## config.mk

```make
export PLATFORM = sky130hd
export DESIGN_NAME = pifo_dequeue_agent_flat
export DESIGN_NICKNAME = d
export VERILOG_FILES = /design/src/rtl/pifo_dequeue_agent_if.sv /design/src/rtl/pifo_dequeue_agent.sv /design/src/flat_wrapper.sv
export SDC_FILE = /design/constraint.sdc
export NUM_CORES = 1
export LEC_CHECK = 0
export ABC_AREA = 1
export CORE_ASPECT_RATIO = 0.7
export CORE_MARGIN = 2
export CORE_UTILIZATION = 43
export DETAILED_ROUTE_END_ITERATION = 7
export PLACE_DENSITY = 0.78
export RECOVER_POWER = 25
export SYNTH_ARGS = -nofsm -noshare
export SYNTH_HDL_FRONTEND = slang
export SYNTH_SLANG_ARGS = --single-unit
```

## constraint.sdc

```tcl
create_clock -name clk -period 2.2 [get_ports clk]
set_input_delay 0.22 -clock clk [delete_from_list [all_inputs] [get_ports clk]]
set_output_delay 0.22 -clock clk [all_outputs]
set_load 0.05 [all_outputs]
```

## src/rtl/pifo_dequeue_agent_if.sv

```systemverilog
// Calendar pop/top/count side plus the dequeued-address stream of the PIFO dequeue agent.
// The master modport is the agent; the slave modport is the calendar plus buffer reader.
interface pifo_dequeue_agent_if #(
  parameter int PIFO_INFO_WIDTH           = 32,
  parameter int BUFFER_ADDR_WIDTH         = 12,
  parameter int PIFO_CALENDAR_INDEX_WIDTH = 32
);
  logic [PIFO_INFO_WIDTH-1:0]           s_calendar_top;
  logic [PIFO_CALENDAR_INDEX_WIDTH-1:0] s_calendar_count;
  logic [BUFFER_ADDR_WIDTH-1:0]         s_calendar_buffer_addr;
  logic                                 m_pop_en;
  logic [PIFO_CALENDAR_INDEX_WIDTH-1:0] m_global_time;
  logic [BUFFER_ADDR_WIDTH-1:0]         m_axis_addr_tdata;
  logic                                 m_axis_addr_tvalid;
  logic                                 m_axis_addr_tready;

  modport master (
    input  s_calendar_top, s_calendar_count, s_calendar_buffer_addr, m_axis_addr_tready,
    output m_pop_en, m_global_time, m_axis_addr_tdata, m_axis_addr_tvalid
  );

  modport slave (
    output s_calendar_top, s_calendar_count, s_calendar_buffer_addr, m_axis_addr_tready,
    input  m_pop_en, m_global_time, m_axis_addr_tdata, m_axis_addr_tvalid
  );
endinterface

```

## src/rtl/pifo_dequeue_agent.sv

```systemverilog
// PIFO dequeue agent: owns virtual time, pops the calendar head once its rank is due,
// and presents each popped buffer address on a single-entry valid/ready output register.
module pifo_dequeue_agent #(
  parameter int PIFO_INFO_WIDTH           = 32,
  parameter int BUFFER_ADDR_WIDTH         = 12,
  parameter int PIFO_CALENDAR_INDEX_WIDTH = 32,
  parameter int POP_LATENCY               = 1,
  parameter int TIME_DIV                  = 4
) (
  input  logic        clk,
  input  logic        rst,
  input  logic        pause,
  output logic [31:0] pop_count,
  pifo_dequeue_agent_if.master bus
);
  localparam int          RW       = PIFO_INFO_WIDTH - BUFFER_ADDR_WIDTH;
  localparam logic [15:0] DIV_LAST = 16'(TIME_DIV - 1);
  localparam logic [2:0]  LAT      = 3'(POP_LATENCY);

  typedef enum logic [0:0] {
    ST_IDLE = 1'b0,
    ST_WAIT = 1'b1
  } state_t;

  state_t                       r_state;
  logic [15:0]                  r_presc;
  logic [RW-1:0]                r_time;
  logic [2:0]                   r_wait;
  logic [BUFFER_ADDR_WIDTH-1:0] r_tdata;
  logic                         r_tvalid;
  logic [31:0]                  r_pop_count;

  logic [RW-1:0] w_rank;
  logic          w_elig;
  logic          w_unused;

  assign w_rank   = bus.s_calendar_top[PIFO_INFO_WIDTH-1:BUFFER_ADDR_WIDTH];
  assign w_unused = ^bus.s_calendar_top[BUFFER_ADDR_WIDTH-1:0];

  // Plain unsigned compare: after time wraps, a large-rank head waits for time to catch up.
  assign w_elig = (bus.s_calendar_count != '0) && (w_rank <= r_time) && !pause && !r_tvalid;

  assign bus.m_pop_en           = (r_state == ST_IDLE) && w_elig;
  assign bus.m_global_time      = PIFO_CALENDAR_INDEX_WIDTH'(r_time);
  assign bus.m_axis_addr_tdata  = r_tdata;
  assign bus.m_axis_addr_tvalid = r_tvalid;
  assign pop_count              = r_pop_count;

  // Virtual-time prescaler; both prescaler and time freeze while paused.
  always_ff @(posedge clk or posedge rst) begin
    if (rst) begin
      r_presc <= 16'd0;
      r_time  <= '0;
    end else if (!pause) begin
      if (r_presc == DIV_LAST) begin
        r_presc <= 16'd0;
        r_time  <= r_time + RW'(1);
      end else begin
        r_presc <= r_presc + 16'd1;
      end
    end
  end

  // Pop sequencer and output register; an issued pop always completes, pause notwithstanding.
  always_ff @(posedge clk or posedge rst) begin
    if (rst) begin
      r_state     <= ST_IDLE;
      r_wait      <= 3'd0;
      r_tdata     <= '0;
      r_tvalid    <= 1'b0;
      r_pop_count <= 32'd0;
    end else begin
      if (r_tvalid && bus.m_axis_addr_tready) begin
        r_tvalid    <= 1'b0;
        r_pop_count <= r_pop_count + 32'd1;
      end
      case (r_state)
        ST_IDLE: begin
          if (w_elig) begin
            r_wait  <= LAT;
            r_state <= ST_WAIT;
          end
        end
        ST_WAIT: begin
          // The output register is empty here, so the capture never collides with a handshake.
          if (r_wait == 3'd1) begin
            r_tdata  <= bus.s_calendar_buffer_addr;
            r_tvalid <= 1'b1;
            r_state  <= ST_IDLE;
          end else begin
            r_wait <= r_wait - 3'd1;
          end
        end
        default: r_state <= ST_IDLE;
      endcase
    end
  end
endmodule

```

## src/flat_wrapper.sv

```systemverilog
// flat-port wrapper written by rule: the top's interface ports become plain ports
module pifo_dequeue_agent_flat 
#(
  parameter int PIFO_INFO_WIDTH           = 32,
  parameter int BUFFER_ADDR_WIDTH         = 12,
  parameter int PIFO_CALENDAR_INDEX_WIDTH = 32,
  parameter int POP_LATENCY               = 1,
  parameter int TIME_DIV                  = 4
)
  (clk, rst, pause, pop_count, bus_s_calendar_top, bus_s_calendar_count, bus_s_calendar_buffer_addr, bus_m_axis_addr_tready, bus_m_pop_en, bus_m_global_time, bus_m_axis_addr_tdata, bus_m_axis_addr_tvalid);
  pifo_dequeue_agent_if #(.PIFO_INFO_WIDTH(PIFO_INFO_WIDTH), .BUFFER_ADDR_WIDTH(BUFFER_ADDR_WIDTH), .PIFO_CALENDAR_INDEX_WIDTH(PIFO_CALENDAR_INDEX_WIDTH)) bus_i ();
  input  logic clk;
  input  logic rst;
  input  logic pause;
  output logic [31:0] pop_count;
  input wire logic [$bits(bus_i.s_calendar_top)-1:0] bus_s_calendar_top;
  input wire logic [$bits(bus_i.s_calendar_count)-1:0] bus_s_calendar_count;
  input wire logic [$bits(bus_i.s_calendar_buffer_addr)-1:0] bus_s_calendar_buffer_addr;
  input wire logic [$bits(bus_i.m_axis_addr_tready)-1:0] bus_m_axis_addr_tready;
  output wire logic [$bits(bus_i.m_pop_en)-1:0] bus_m_pop_en;
  output wire logic [$bits(bus_i.m_global_time)-1:0] bus_m_global_time;
  output wire logic [$bits(bus_i.m_axis_addr_tdata)-1:0] bus_m_axis_addr_tdata;
  output wire logic [$bits(bus_i.m_axis_addr_tvalid)-1:0] bus_m_axis_addr_tvalid;
  assign bus_i.s_calendar_top = bus_s_calendar_top;
  assign bus_i.s_calendar_count = bus_s_calendar_count;
  assign bus_i.s_calendar_buffer_addr = bus_s_calendar_buffer_addr;
  assign bus_i.m_axis_addr_tready = bus_m_axis_addr_tready;
  assign bus_m_pop_en = bus_i.m_pop_en;
  assign bus_m_global_time = bus_i.m_global_time;
  assign bus_m_axis_addr_tdata = bus_i.m_axis_addr_tdata;
  assign bus_m_axis_addr_tvalid = bus_i.m_axis_addr_tvalid;
  pifo_dequeue_agent #(.PIFO_INFO_WIDTH(PIFO_INFO_WIDTH), .BUFFER_ADDR_WIDTH(BUFFER_ADDR_WIDTH), .PIFO_CALENDAR_INDEX_WIDTH(PIFO_CALENDAR_INDEX_WIDTH), .POP_LATENCY(POP_LATENCY), .TIME_DIV(TIME_DIV)) u_core (.clk(clk), .rst(rst), .pause(pause), .pop_count(pop_count), .bus(bus_i));
endmodule
```

---- Word level (Yosys, flattened, before mapping) ----
Cells that the tools add are included.
cells by class
  add/subtract/negate cells ............... 4
  magnitude comparators ................... 1
  equal/unequal tests ..................... 4
  multiplexer cells ....................... 10
  bitwise gates (word level) .............. 2
  reduce and logical (&&, ||, !) cells .... 11
operator list
  operator                                                                  count
  32-bit by 1-bit adder with 32-bit output (second input constant)          1
  32-bit nonzero test                                                       1
  20-bit by 1-bit adder with 20-bit output (second input constant)          1
  20-bit <= comparator                                                      1
  16-bit by 1-bit adder with 16-bit output (second input constant)          1
  16-bit by 2-bit equality test with 1-bit output (second input constant)   1
  16-bit two-way mux                                                        1
  3-bit two-way mux                                                         2
  3-bit one-hot mux with 2 select lines                                     1
  2-bit AND reduction                                                       3
  1-bit logical AND                                                         5
  1-bit two-way mux                                                         5
  3-bit by 1-bit equality test with 1-bit output (second input constant)    1
  3-bit by 1-bit subtractor with 3-bit output (second input constant)       1
  1-bit logical NOT                                                         2
  2-bit by 1-bit inequality test with 1-bit output (second input constant)  1
  2-bit inequality test (second input constant)                             1
  1-bit inverter                                                            2
  1-bit one-hot mux with 2 select lines                                     1
storage, ports and cells
  register bits after elaboration ......... 85
  input port bits ......................... 80
  output and inout port bits .............. 78

---- Logic depth before layout (Yosys ltp) ----
Gate-level depths: netlist of the first run.
  depth in word-level cells ............... 6
  mapped depth ............................ 15
  gate-level depth less buffers ........... 15

---- Least setup slack after synthesis of the first run ----
No wires, ideal clock.
  kind .................................... register -> output
  from .................................... register u_core.r_time[11]
  to ...................................... output port bus_m_pop_en
  arrival time ............................ 2,056 ps
  data required time ...................... 1,980 ps
  path slack .............................. -76 ps
  cell stages (with the launch flop) ...... 11
  cells stage by stage .................... dfrtp_1 -> inv_1 -> ha_1 -> nand2_1 -> nor2_1 -> nand2_1 -> nor2_1 -> nand4_1 -> nand2_1 -> nand2_1 -> inv_1
between the ends
  longest elaborated chain between the ends .. 5
RTL lines
  element                          RTL line                  text
  start, declared                  pifo_dequeue_agent.sv:27  logic [RW-1:0] r_time;
  start signal, assigned           pifo_dequeue_agent.sv:57  r_time <= r_time + RW'(1);
  20-bit <= comparator             pifo_dequeue_agent.sv:41  assign w_elig = (bus.s_calendar_count != '0) && (w_rank <= r_time) && !pause && !r_tvalid;
  1-bit logical AND (3 in series)  pifo_dequeue_agent.sv:41
  1-bit logical AND                pifo_dequeue_agent.sv:43  assign bus.m_pop_en = (r_state == ST_IDLE) && w_elig;
  end, declared                    flat_wrapper.sv:20        output wire logic [$bits(bus_i.m_pop_en)-1:0] bus_m_pop_en;
Every way passes these cells.

---- Final worst setup path of the first run ----
  from .................................... register u_core.r_time[13]
  to ...................................... output port bus_m_pop_en
Same word-level chain as after synthesis.

==> results.txt, run 1 <==
For the sequential share of the synthesized area, the log shows 0.4215. The worst setup path is of the register to output pin kind. Dividing the detail-routed via count by the number of cells gives 4.964. The congestion estimate from routability-driven global placement came to 0.9445. Cell area after synthesis: 5046 sq um.

For this run, the top clock speed supported by timing is 0.4626 GHz. The half-perimeter wire length after placement is 9926 microns, and the number of standard cells after synthesis is 608. Averaged over all synthesized cells, the footprint is 8.299 sq um. The run gives 32 as the number of distinct library cells after synthesis.

The run gives 0 as the number of buffers added to fix hold violations after cts. The net count of the finished layout was 886. The clock buffer count from CTS is 9, and the slew at the pin with the worst max-slew slack is 1110 ps. For the DRC marker count from the first detailed-route iteration, the log shows 257. The tools report the overall track demand over capacity in global routing as 0.2072. The worst hold path belongs to the class input pin to register.

The maximum fanout along the worst path works out to 3. The starting density of the core was 0.4365; the area added between synthesis and finish was 45.38%. For the placed standard-cell area, the log shows 6609 sq um.

The library cell used most frequently in the layout, excluding fill and tap cells, is sky130_fd_sc_hd__clkdlybuf4s50_1. The worst setup timing slack at the placement stage came out at 39.86 ps. After detailed routing, the met3 layer carries 1017 microns of wire. The power share of the sequential group came out at 0.366. Adding up every negative setup slack in the final design gives 0 ps.

Summed over all nets, wire length on met2 after detailed routing comes to 5972 microns. Among all flip-flop cells after synthesis, the most frequent one is sky130_fd_sc_hd__dfrtp_1. From bottom edge to top edge, the die measures 94.64 microns.

The final critical delay including setup and external delays is 2162 ps, and the clock-pin transition on the worst setup and hold timing paths is 70 ps. 158 I/O pins were placed. Once routing completed, OpenROAD measured the worst setup slack at 38.29 ps.

The worst IR drop on VDD came out at 0.7402 mV. The first global-routing pass estimated 20820 microns of wire. The logs give 0 for the total congestion overflow after global routing and 0 for the final-report setup violation count.

Highest metal layer with signal wires: met4. The layout has 903 filler cells. Clock network fraction of total power: 0.251.

The site row count was 33. The share of final-layout standard cells stronger than drive strength 1 is 0.1985. In this run the horizontal extent of the chip is 133.5 microns. The internal power of the cells totals 3.531 mW. The async set or reset register ratio after synthesis is 1.000, and the share of total power in combinational logic is 0.383. The switching fraction of total power came out at 0.3920. In this run the power spent charging and discharging nets is 2.277 mW. Entering global routing, the biggest net connects 39 pins. The root buffer cell chosen for the clock tree is sky130_fd_sc_hd__clkbuf_16. TritonCTS built the clock tree. Setup repair after global routing could not meet its margin everywhere. The number of antenna diodes in the final layout is 0.

CTS built an H-tree with a depth of 3. The count of nets left with antenna violations once routing finished came out at 0. The number of buffers added on ports was 133. Ranked by total cell area, the synthesized netlist is headed by sky130_fd_sc_hd__dfrtp_1 42%, sky130_fd_sc_hd__nand2_1 9.0%, sky130_fd_sc_hd__xor2_1 6.8%, sky130_fd_sc_hd__inv_1 6.5%, sky130_fd_sc_hd__ha_1 6.2%. For this design, the sink count on the clock tree is 85. For this run, the number of Yosys warnings is 0. For the final standard cell area without fillers, the log shows 7336 sq um.

The via count of the first global-routing pass is 4340. The run finished with clean final reports. Summed over all cells, the static leakage comes to 3.412 nW.

Number of antenna violations at the first check in global routing: 0. Detailed routing inserted a total of 4681 vias. Number of optimization iterations in the first detailed-route pass: 4. The worst slew margin relative to its limit came out at 0.2558.

In the layout the commonest cells are 131 x sky130_fd_sc_hd__clkdlybuf4s50_1, 108 x sky130_fd_sc_hd__nand2_1, 73 x sky130_fd_sc_hd__inv_1. Met1 wire length: 5977 microns. Number of storage elements in the synthesis netlist: 85. The tool flagged a number of max-cap violations equal to 0.

The kind of end point of the critical path is an output pin. The completed layout was analyzed and its total power is 5.808 mW. After detailed routing, the number of remaining DRC violations is 0. The largest total area in the synthesized netlist belongs to sky130_fd_sc_hd__dfrtp_1.

The ratio of final minimum period to clock period is 0.9826. Sort of element at the start of the critical path: a register. Across all hold checks on the routed design, the worst slack comes to 493.4 ps. In this run, synthesis inferred 0 flip-flops with an integrated enable. Power spread over the standard cell area amounts to 791.8 nW/um^2.

Clock latency on the worst-skew pair, taken at its later pin, is 340 ps. The tools report the core area as 11560 sq um. The total count of max-transition violations in the final report is 0, and the clock skew after layout is 10.78 ps. The share of Yosys cell area claimed by the top area cell type was 0.4215; the detailed-route wire length was 13170 microns. The routed wirelength normalized by instance count works out to 13.96 microns. The floorplan step defined a die boundary enclosing 12630 sq um. Number of hold violations in the final report: 0.

The critical path data required time was 1980 ps. At the worst endpoint, the arrival time is 1940 ps. The longest clock path from root to sink contains 2 buffers.
==> Yosys cell counts, types with 5 or more instances <==
cell type	n
sky130_fd_sc_hd__a21oi_1	8
sky130_fd_sc_hd__buf_4	13
sky130_fd_sc_hd__dfrtp_1	85
sky130_fd_sc_hd__ha_1	25
sky130_fd_sc_hd__inv_1	88
sky130_fd_sc_hd__mux2_2	13
sky130_fd_sc_hd__nand2_1	121
sky130_fd_sc_hd__nand3_1	38
sky130_fd_sc_hd__nand4_1	14
sky130_fd_sc_hd__nor2_1	72
sky130_fd_sc_hd__nor2_2	5
sky130_fd_sc_hd__nor3_1	18
sky130_fd_sc_hd__o21ai_0	19
sky130_fd_sc_hd__o21ai_2	10
sky130_fd_sc_hd__xnor2_1	14
sky130_fd_sc_hd__xor2_1	39
==> routing by layer <==
metal	GRT usage	up-vias
met5	0	-
met4	0.05053	0
met3	0.05314	20
met2	0.3277	191
met1	0.2869	2208
li1	-	2262
==> timing repair <==
action | 4_1_cts | 5_1_grt
pin swaps | 10 | 22
hold endpoints to repair | 0 | 0
gates cloned | 0 | 0
gates resized for setup | 23 | 41
endpoints found under the setup margin | 1 | 1
setup buffers | 15 | 12
==> stage by stage <==
step | util | instances
2_1_floorplan | - | 619
3_3_place_gp | 0.5716 | 900
3_5_place_dp | 0.5716 | 900
4_1_cts | 0.6115 | 931
5_1_grt | 0.6345 | 943
6_report | 0.6345 | 943
==> cell type report <==
class	instances	area, sq um	area share
Multi-Input combinational cell	426	2725	0.3715
Clock buffer	10	239.0	0.03258
Sequential cell	85	2145	0.2923
Tap cell	157	196.4	0.02678
Inverter	90	359.1	0.04895
Clock inverter	6	52.55	0.007164
Timing Repair Buffer	169	1619	0.2207
==> kinds of logic after synthesis <==
family,after synthesis,synth area share
DFF,85,0.4215
other,1,0.0007431
adders and majority gates,25,0.06199
buffers and inverters,108,0.09472
and+or+nand+nor,284,0.2534
xor gates and xnor gates,53,0.09199
AOI/OAI and AO/OA,39,0.04661
muxes,13,0.02901
==> power groups by stage <==
stage | Combinational, mW | Sequential [mW] | Clock, mW
2_1_floorplan | 0.797 | 2.73 | 0
5_1_grt | 2.40 | 2.16 | 1.56
6_report | 2.23 | 2.12 | 1.46
4_1_cts | 2.17 | 2.12 | 1.50
3_3_place_gp | 2.05 | 2.13 | 0
3_5_place_dp | 2.12 | 2.16 | 0
==> path summary, 6_finish.rpt <==
kind	start	slack [ps]	to	cells past startpoint
max	u_core.r_time[13]	40	bus_m_pop_en	12
min	bus_s_calendar_buffer_addr[10]	490	u_core.bus.m_axis_addr_tdata[10]	2
max reg2reg	u_core.r_time[13]	340	u_core.r_wait[2]	14
min reg2reg	u_core.pop_count[30]	490	u_core.pop_count[30]	1
max in group asynchronous	rst	310	u_core.pop_count[30]	3
min in group asynchronous	rst	540	u_core.r_time[4]	2
==> registers in the layout, summed over array words and instances, names as in the netlist <==
| name | count |
|---|---|
| u_core.pop_count | 32 |
| u_core.r_time | 20 |
| u_core.r_presc | 16 |
| u_core.bus.m_axis_addr_tdata | 12 |
| u_core.r_wait | 3 |
| u_core.bus.m_axis_addr_tvalid | 1 |
| u_core.r_state | 1 |
==> worst max-delay path, stage by stage (launching register included) <==
cell                      delay [ps]
sky130_fd_sc_hd__dfrtp_2         400
sky130_fd_sc_hd__inv_4            50
sky130_fd_sc_hd__ha_4            270
sky130_fd_sc_hd__nand2_2          60
sky130_fd_sc_hd__nor2_4          140
sky130_fd_sc_hd__nand2_4          80
sky130_fd_sc_hd__nor2_4          110
sky130_fd_sc_hd__nand2_1          80
sky130_fd_sc_hd__nand3_2          90
sky130_fd_sc_hd__nand2_2          60
sky130_fd_sc_hd__nand2_2          70
sky130_fd_sc_hd__inv_2            50
sky130_fd_sc_hd__buf_12          140
(Power assumes the default switching activity.)
==> inputs of run 2 (changes only) <==
--- a/config.mk
+++ b/config.mk
@@ -8,9 +8,9 @@
 export ABC_AREA = 1
 export CORE_ASPECT_RATIO = 0.7
 export CORE_MARGIN = 2
-export CORE_UTILIZATION = 43
+export CORE_UTILIZATION = 51
 export DETAILED_ROUTE_END_ITERATION = 7
-export PLACE_DENSITY = 0.78
+export PLACE_DENSITY = 0.87
 export RECOVER_POWER = 25
 export SYNTH_ARGS = -nofsm -noshare
 export SYNTH_HDL_FRONTEND = slang
==> constraint.sdc (replaced) <==
create_clock -name clk -period 2.5 [get_ports clk]
set_input_delay 0.25 -clock clk [delete_from_list [all_inputs] [get_ports clk]]
set_output_delay 0.25 -clock clk [all_outputs]
set_load 0.05 [all_outputs]
==> run 2 against run 1 <==
Against the previous run: design area down 6.4%; hold slack gained 6.8 ps; register-to-register slack improved by 180 ps; sequential power fell by 11%; sequential share of layout area grew 1.8 points; critical path type unchanged; flip-flop and latch count is the same; via count decreased by 2.1%; total power shrank 14%.
==> results.txt, run 2 (same netlist as run 1, synthesis figures left out) <==
For the site row count, the log shows 30 (-9.1%). The tools report the number of antenna violations at the first check in global routing as 0 (unchanged). The summed negative setup slack over all endpoints is 0 ps (unchanged), and the global routing met2 resource utilization is 0.3832 (+0.05548).

In the layout the commonest cells are 131 x sky130_fd_sc_hd__clkdlybuf4s50_1, 119 x sky130_fd_sc_hd__nand2_1, 84 x sky130_fd_sc_hd__inv_1. The slack of the worst reg-to-reg path was 520 ps (+180 ps). The width of the die is 122.9 microns (-7.9%), and the worst hold margin is 500.3 ps (+6.829 ps). For the number of optimization iterations in the first detailed-route pass, the log shows 5 (+1). The flow ran to the end, and the final reports show no timing, DRC or antenna violations.

The tools report the launch point of the worst hold path as u_core.pop_count[18]. The logs give 9 (unchanged) for the clock buffer count from CTS and 0.3299 mV (-55%) for the worst IR drop on VDD. The mean number of vias per cell came out at 5.134 (+3.4%). The flip-flop count of the largest register, all copies and words added came out at 32 (unchanged).

The ratio of final minimum period to clock period is 0.9705. Power share of the sequential group: 0.377 (+0.011). The clock network fraction of total power was 0.248 (-0.003); the clock latency of the later-clocked register in the worst-skew pair was 340 ps (about the same). The half-perimeter wire length after placement came out at 9722 microns (-2.1%).

The logs give 6867 sq um (-6.4%) for the final standard cell area without fillers and 44 (+13%) for the largest net degree at the start of global routing. The remaining design rule violation count was 0 (unchanged). For the clock skew after layout, the log shows 5.286 ps (-5.491 ps). The final-report setup violation count is 0 (unchanged). The run gives 0 (unchanged) as the count of maximum capacitance violations.

For the H-tree depth, the log shows 3 (unchanged). The global routing usage on met3 is 0.05955 (+0.006415), and the maximum fanout along the worst path is 6 (+3). met2 is the most crowded layer.

The starting density of the core came out at 0.5231 (+0.08662). The run gives 10720 sq um (-15%) as the die area. The area added between synthesis and finish was 36.08%. The detailed-route wire length was 12370 microns (-6.1%). The clock sink count came out at 85 (unchanged).

The remaining antenna violation count after routing was 0 (unchanged); the die extent in y was 87.22 microns (-7.8%). The tools report the total congestion overflow after global routing as 0 (unchanged). Critical path class: register to output pin.

The number of cell instances on the worst register-to-register path was 7 (-7). The logs give 6500 sq um (-1.6%) for the placed standard-cell area and 0.09047 (-0.1654) for the worst slew margin relative to its limit. Startpoint of the worst register-to-register path: u_core.r_presc[10]. The DRC marker count from the first detailed-route iteration is 372 (+45%), and the number of hold violations in the final report is 0 (unchanged). The final worst-path setup slack came out at 73.80 ps (+35.51 ps). For hold timing, the worst endpoint is u_core.pop_count[18]. The tools report the global routing met1 resource utilization as 0.3223 (+0.03542). The tools report the routability congestion estimate from global placement as 1.012 (+7.1%).

The overall track demand over capacity in global routing is 0.2395 (+0.03224). The tools report the sort of element at the start of the critical path as a register. The tools report the cell at the root of the clock tree as sky130_fd_sc_hd__clkbuf_16. The switching fraction of total power was 0.3936 (+0.001584); the data arrival at the endpoint of the critical path was 2180 ps (+240 ps). The number of buffers added on ports was 133 (unchanged); the total vias in the final route was 4585 (-2.1%). The worst register-to-register path ends at u_core.r_time[2]. For the share of total power in combinational logic, the log shows 0.375 (-0.008). TritonCTS built the clock tree. The via count of the first global-routing pass was 4366 (+0.60%). The number of cells on the worst hold path is 1 (-1). The clock-pin transition on the worst setup and hold timing paths was 70 ps (about the same); the slew at the pin with the worst max-slew slack was 1357 ps (+246.7 ps). The global-route wire length before repair was 20040 microns (-3.7%); the maximum buffer depth of the clock tree was 2 (unchanged). The run gives 865 (-2.4%) as the net count of the finished layout. For this run, the top clock speed supported by timing is 0.4122 GHz. The critical path data required time came out at 2250 ps (+270 ps). The kind of end point of the critical path is an output pin. The share of final-layout standard cells stronger than drive strength 1 is 0.1111 (-0.08736), and the final critical delay including setup and external delays is 2426 ps.

The routed wirelength normalized by instance count came out at 13.85 microns (-0.81%). The power density of the placed cells came out at 726.7 nW/um^2 (-8.2%). The library cell used most frequently in the layout, excluding fill and tap cells, is sky130_fd_sc_hd__clkdlybuf4s50_1. The logs give 9647 sq um (-17%) for the core area and 3.026 mW (-14%) for the internal power. The count of antenna diodes in the layout is 0 (unchanged). For the net switching power of the design, the log shows 1.964 mW (-14%).

The number of I/O pins is 158 (unchanged), and the worst setup timing slack at the placement stage is 207.8 ps (+168.0 ps). The total count of max-transition violations in the final report is 0 (unchanged). The tools report the static leakage as 3.290 nW (-3.6%). The min-delay analysis places its worst path in the category register to register.
run 2: changes by cell type in the layout (fill, tap and decap cells not counted), moves of 4 or more:
| cell | before | now |
|---|---|---|
| sky130_fd_sc_hd__nor2_4 | 4 | 0 |
| sky130_fd_sc_hd__ha_4 | 12 | 0 |
| sky130_fd_sc_hd__nand2_2 | 11 | 3 |
| sky130_fd_sc_hd__nand2_1 | 108 | 119 |
| sky130_fd_sc_hd__buf_4 | 33 | 14 |
| sky130_fd_sc_hd__inv_1 | 73 | 84 |
| sky130_fd_sc_hd__dfrtp_1 | 71 | 80 |
| sky130_fd_sc_hd__dfrtp_2 | 14 | 5 |
| sky130_fd_sc_hd__ha_1 | 13 | 25 |
| sky130_fd_sc_hd__inv_4 | 8 | 0 |
run 2: worst max path at each step:
stage                           startpoint                              end  cells after the start
detailed placement  bus_s_calendar_top[23]                     bus_m_pop_en                     12
CTS                      u_core.r_time[11]                     bus_m_pop_en                     12
finish                    u_core.r_time[6]                     bus_m_pop_en                     12
floorplan                              rst  u_core.bus.m_axis_addr_tdata[0]                      1
global route              u_core.r_time[6]                     bus_m_pop_en                     12
global placement    bus_s_calendar_top[23]                     bus_m_pop_en                     12
run 2: layout make-up:
class,instances,area [sq um]
clock inverter,6,46.29
inverter,90,339.1
fill,694,2780
sequential,85,2133
tap,128,160.2
timing repair buffer,148,1466
multi-input combinational,426,2492
clock buffer,10,229.0
run 2: power groups by stage:
stage / Sequential [mW] / Clock, mW / Combinational (mW)
floorplan: 2.40 / 0 / 0.701
global placement: 1.87 / 0 / 1.80
detailed placement: 1.90 / 0 / 1.86
CTS: 1.87 / 1.26 / 1.87
global route: 1.91 / 1.31 / 2.03
finish: 1.88 / 1.24 / 1.87
run 2: stage by stage:
step,std cells,utilization,power [mW]
2_1_floorplan,619,-,3.099
4_1_cts,885,0.7043,4.997
3_3_place_gp,867,0.6738,3.666
5_1_grt,893,0.7118,5.257
3_5_place_dp,867,0.6738,3.753
6_report,893,0.7118,4.990
run 2: per-layer routing:
| layer | vias up | wire length, microns |
|---|---|---|
| li1 | 2221 | - |
| met1 | 2156 | 5362 |
| met2 | 189 | 5810 |
| met3 | 19 | 1026 |
| met4 | 0 | 168 |
| met5 | - | 0 |
run 2: what timing repair did:
action | in CTS | in global routing
hold buffers | 0 | 0
resized for setup | 2 | 10
setup buffers | 2 | 8
setup endpoints to repair | 1 | 1
run 2: worst max-delay path: stages (launching register included):
cell	delay (ps)
sky130_fd_sc_hd__dfrtp_1	400
sky130_fd_sc_hd__inv_2	90
sky130_fd_sc_hd__ha_1	280
sky130_fd_sc_hd__nand2_1	80
sky130_fd_sc_hd__nor2_1	210
sky130_fd_sc_hd__nand2_2	130
sky130_fd_sc_hd__nor2_2	120
sky130_fd_sc_hd__nand2_1	60
sky130_fd_sc_hd__nand3_1	80
sky130_fd_sc_hd__nand2_1	70
sky130_fd_sc_hd__nand2_2	110
sky130_fd_sc_hd__inv_2	50
sky130_fd_sc_hd__buf_12	140
==> inputs of run 3 (changes only) <==
--- a/config.mk
+++ b/config.mk
@@ -6,10 +6,11 @@
 export NUM_CORES = 1
 export LEC_CHECK = 0
 export ABC_AREA = 1
-export CORE_ASPECT_RATIO = 0.7
+export CORE_ASPECT_RATIO = 0.8
 export CORE_MARGIN = 2
 export CORE_UTILIZATION = 51
 export DETAILED_ROUTE_END_ITERATION = 7
+export HOLD_SLACK_MARGIN = 0.1
 export PLACE_DENSITY = 0.87
 export RECOVER_POWER = 25
 export SYNTH_ARGS = -nofsm -noshare
==> run 3 against run 2 <==
Against the previous run: flip-flop and latch count is the same; non-clock buffer count rose by 12; clock-buffer cell count fell by 1; highest routed layer unchanged.
==> results.txt, run 3 (same netlist as run 1, synthesis figures left out) <==
The flow ran to the end, and the final reports show no timing, DRC or antenna violations. The remaining antenna violation count after routing came out at 0 (unchanged). The worst setup path is launched from a register. The summed negative setup slack over all endpoints is 0 ps (unchanged), and the flip-flop count of the largest register, all copies and words added is 32 (unchanged).

Most common library cell in the layout ignoring fill and taps: sky130_fd_sc_hd__clkdlybuf4s50_1. The tools report the number of buffers added to fix hold violations after cts as 0 (unchanged). The number of optimization iterations in the first detailed-route pass is 5 (unchanged). The maximum fanout along the worst path was 5 (-1). The number of cells on the worst hold path was 1 (unchanged); the worst slew margin relative to its limit was 0.2185 (+0.1281). For the starting density of the core, the log shows 0.5230 (about the same).

The largest individual stage delay along the critical path comes from the cell sky130_fd_sc_hd__dfrtp_2. The largest stage delay on the critical path came out at 420 ps (+20 ps). Class of the tightest hold or removal check: register to register. Internal power: 3.333 mW (+10%). The total chip power is 5.318 mW (+6.6%), and the power density of the placed cells is 754.6 nW/um^2 (+3.8%). The mean number of vias per cell came out at 5.104 (-0.59%). In this design, the critical path's most frequently occurring cell is sky130_fd_sc_hd__nand2_1. The number of hold violations in the final report is 0 (unchanged). The critical path class was register to output pin.

The total count of max-transition violations in the final report was 0 (unchanged). The startpoint identified for the worst register-to-register timing path is u_core.r_time[9]. The clock skew after layout was 7.531 ps (+2.245 ps); the utilization after layout was 0.7304 (+0.01862).

The run gives 0.8986 (-11%) as the routability congestion estimate from global placement. The ratio of final minimum period to clock period was 0.9607 (-0.009802); the clock buffer count from CTS was 9 (unchanged). The slew at the pin with the worst max-slew slack is 1172 ps (-184.6 ps), and the count of antenna diodes in the layout is 0 (unchanged). The number of buffers added on ports works out to 133 (unchanged).

The site row count is 32 (+6.7%), and the die area is 10710 sq um (about the same). The logs give 86 (+95%) for the largest net degree at the start of global routing and 85 (unchanged) for the clock sink count. The worst setup path is captured at an output pin. Static leakage: 3.377 nW (+2.6%). For the clock network fraction of total power, the log shows 0.286 (+0.038). The core area came out at 9649 sq um (about the same).

Clock-pin transition on the worst setup and hold timing paths: 60 ps (about the same). The power share of the sequential group was 0.351 (-0.026). In the layout the commonest cells are 131 x sky130_fd_sc_hd__clkdlybuf4s50_1, 119 x sky130_fd_sc_hd__nand2_1, 82 x sky130_fd_sc_hd__dfrtp_1. The tools report the count of maximum capacitance violations as 0 (unchanged). In this run the clock root is driven by a sky130_fd_sc_hd__clkbuf_16. Routed wirelength normalized by instance count: 14.42 microns (+4.2%). The share of final-layout standard cells stronger than drive strength 1 came out at 0.1340 (+0.02291).

Traced cell by cell, the critical path runs through inv_2, ha_1, nand2_1, nor2_2, nand2_1, nor2_2, nand2_1, nand3_2, nand2_1, nand2_2, inv_1, buf_12. The logs give 2150 ps (-30 ps) for the data arrival at the endpoint of the critical path and 2 (unchanged) for the maximum buffer depth of the clock tree. The final critical delay including setup and external delays is 2402 ps (-24.50 ps), and the clock latency of the later-clocked register in the worst-skew pair is 340 ps (about the same).

The via count of the first global-routing pass is 4550 (+4.2%). The final-report setup violation count came out at 0 (unchanged). The path with the worst hold slack has its endpoint at u_core.pop_count[18]. For the H-tree depth, the log shows 3 (unchanged). For the global-route wire length before repair, the log shows 20890 microns (+4.3%).

TritonCTS built the clock tree. The run gives 0.2461 (+0.006588) as the overall track demand over capacity in global routing. The critical register-to-register path endpoint was u_core.r_wait[2]. The run gives 13160 microns (+6.4%) as the detailed-route wire length. The total vias in the final route was 4655 (+1.5%). The die extent in y is 92.97 microns (+6.6%).

Launch point of the worst hold path: u_core.pop_count[18]. The worst IR drop on VDD is 0.7068 mV (+110%). The logs give 134.6 ps (-73.24 ps) for the worst setup timing slack at the placement stage and 0 (unchanged) for the total congestion overflow after global routing. Net count of the finished layout: 877 (+1.4%).

For the half-perimeter wire length after placement, the log shows 9385 microns (-3.5%). The area growth from synthesis to layout is 39.67%. Remaining design rule violation count: 0 (unchanged). Worst hold margin: 497.7 ps (-2.567 ps). The highest clock rate is 0.4164 GHz (+1.0%), and the switching fraction of total power is 0.3732 (-0.02039). The logs give 98.30 ps (+24.50 ps) for the final worst-path setup slack and 0.363 (-0.012) for the share of total power in combinational logic. The logs give 1.985 mW (+1.1%) for the net switching power of the design and 0 (unchanged) for the number of antenna violations at the first check in global routing. The DRC marker count from the first detailed-route iteration is 313 (-16%), and the number of cell instances on the worst register-to-register path is 13 (+6). The width of the die was 115.2 microns (-6.2%). The source of the critical timing path is u_core.r_time[9]. The run gives 460 ps (-60 ps) as the slack of the worst reg-to-reg path. The number of I/O pins was 158 (unchanged); the critical path data required time was 2250 ps (about the same).
-- run 3: cell types whose count changed in the layout (fill, tap and decap cells not counted), moves of 2 or more --
cell / previous run / this run
sky130_fd_sc_hd__buf_4: 14 / 26
sky130_fd_sc_hd__inv_1: 84 / 80
sky130_fd_sc_hd__inv_2: 5 / 9
sky130_fd_sc_hd__bufinv_16: 0 / 3
sky130_fd_sc_hd__dfrtp_1: 80 / 82
sky130_fd_sc_hd__dfrtp_2: 5 / 3
sky130_fd_sc_hd__ha_1: 25 / 23
sky130_fd_sc_hd__ha_4: 0 / 2
sky130_fd_sc_hd__nor2_1: 70 / 68
sky130_fd_sc_hd__nor2_2: 7 / 9
-- run 3: through the flow --
step | area, sq um | std cells
floorplan | 5087 | 619
global placement | 6487 | 872
detailed placement | 6487 | 872
finish | 7048 | 912
CTS | 6854 | 890
global route | 7048 | 912
-- run 3: critical path: cells and delay by family (launching register included) --
family        cells  cell delay [ps]
fa+ha+maj         1              290
simple gates      8              830
flops             1              420
buf+inv           3              290
-- run 3: metal layers --
layer  share of wire  routed length (microns)  GRT usage  vias up
met5               0                        0          0        -
met4           0.014                      184    0.06426        0
met3           0.056                      740    0.05962       24
met2            0.50                     6623     0.4270      175
met1            0.43                     5607     0.3081     2216
li1                -                        -          -     2240
-- run 3: area by class of cell --
class,count,area (sq um)
inverters,90,339.1
flip-flops and latches,85,2131
fillers,700,2601
repair buffers,160,1544
multi-input cells,426,2527
well taps,136,170.2
clock inverters,6,111.4
clock buffers,9,225.2
-- run 3: worst max-delay path by stage --
| stage | to | cells past startpoint |
|---|---|---|
| 2_1_floorplan | u_core.bus.m_axis_addr_tdata[0] | 1 |
| 3_3_place_gp | bus_m_pop_en | 12 |
| 3_5_place_dp | bus_m_pop_en | 12 |
| 4_1_cts | bus_m_pop_en | 12 |
| 5_1_grt | bus_m_pop_en | 12 |
| 6_report | bus_m_pop_en | 12 |
-- run 3: power by group through the flow --
stage,sequential [mW],combinational (mW),clock [mW]
2_1_floorplan,2.40,0.701,0
3_3_place_gp,1.86,1.79,0
3_5_place_dp,1.89,1.87,0
4_1_cts,1.86,1.89,1.55
5_1_grt,1.90,2.08,1.61
6_report,1.87,1.93,1.52
-- run 3: repair_timing --
item,in CTS,in global routing
buffers inserted,3,22
resized for setup,4,15
endpoints found under the setup margin,1,1
pin swaps,0,4
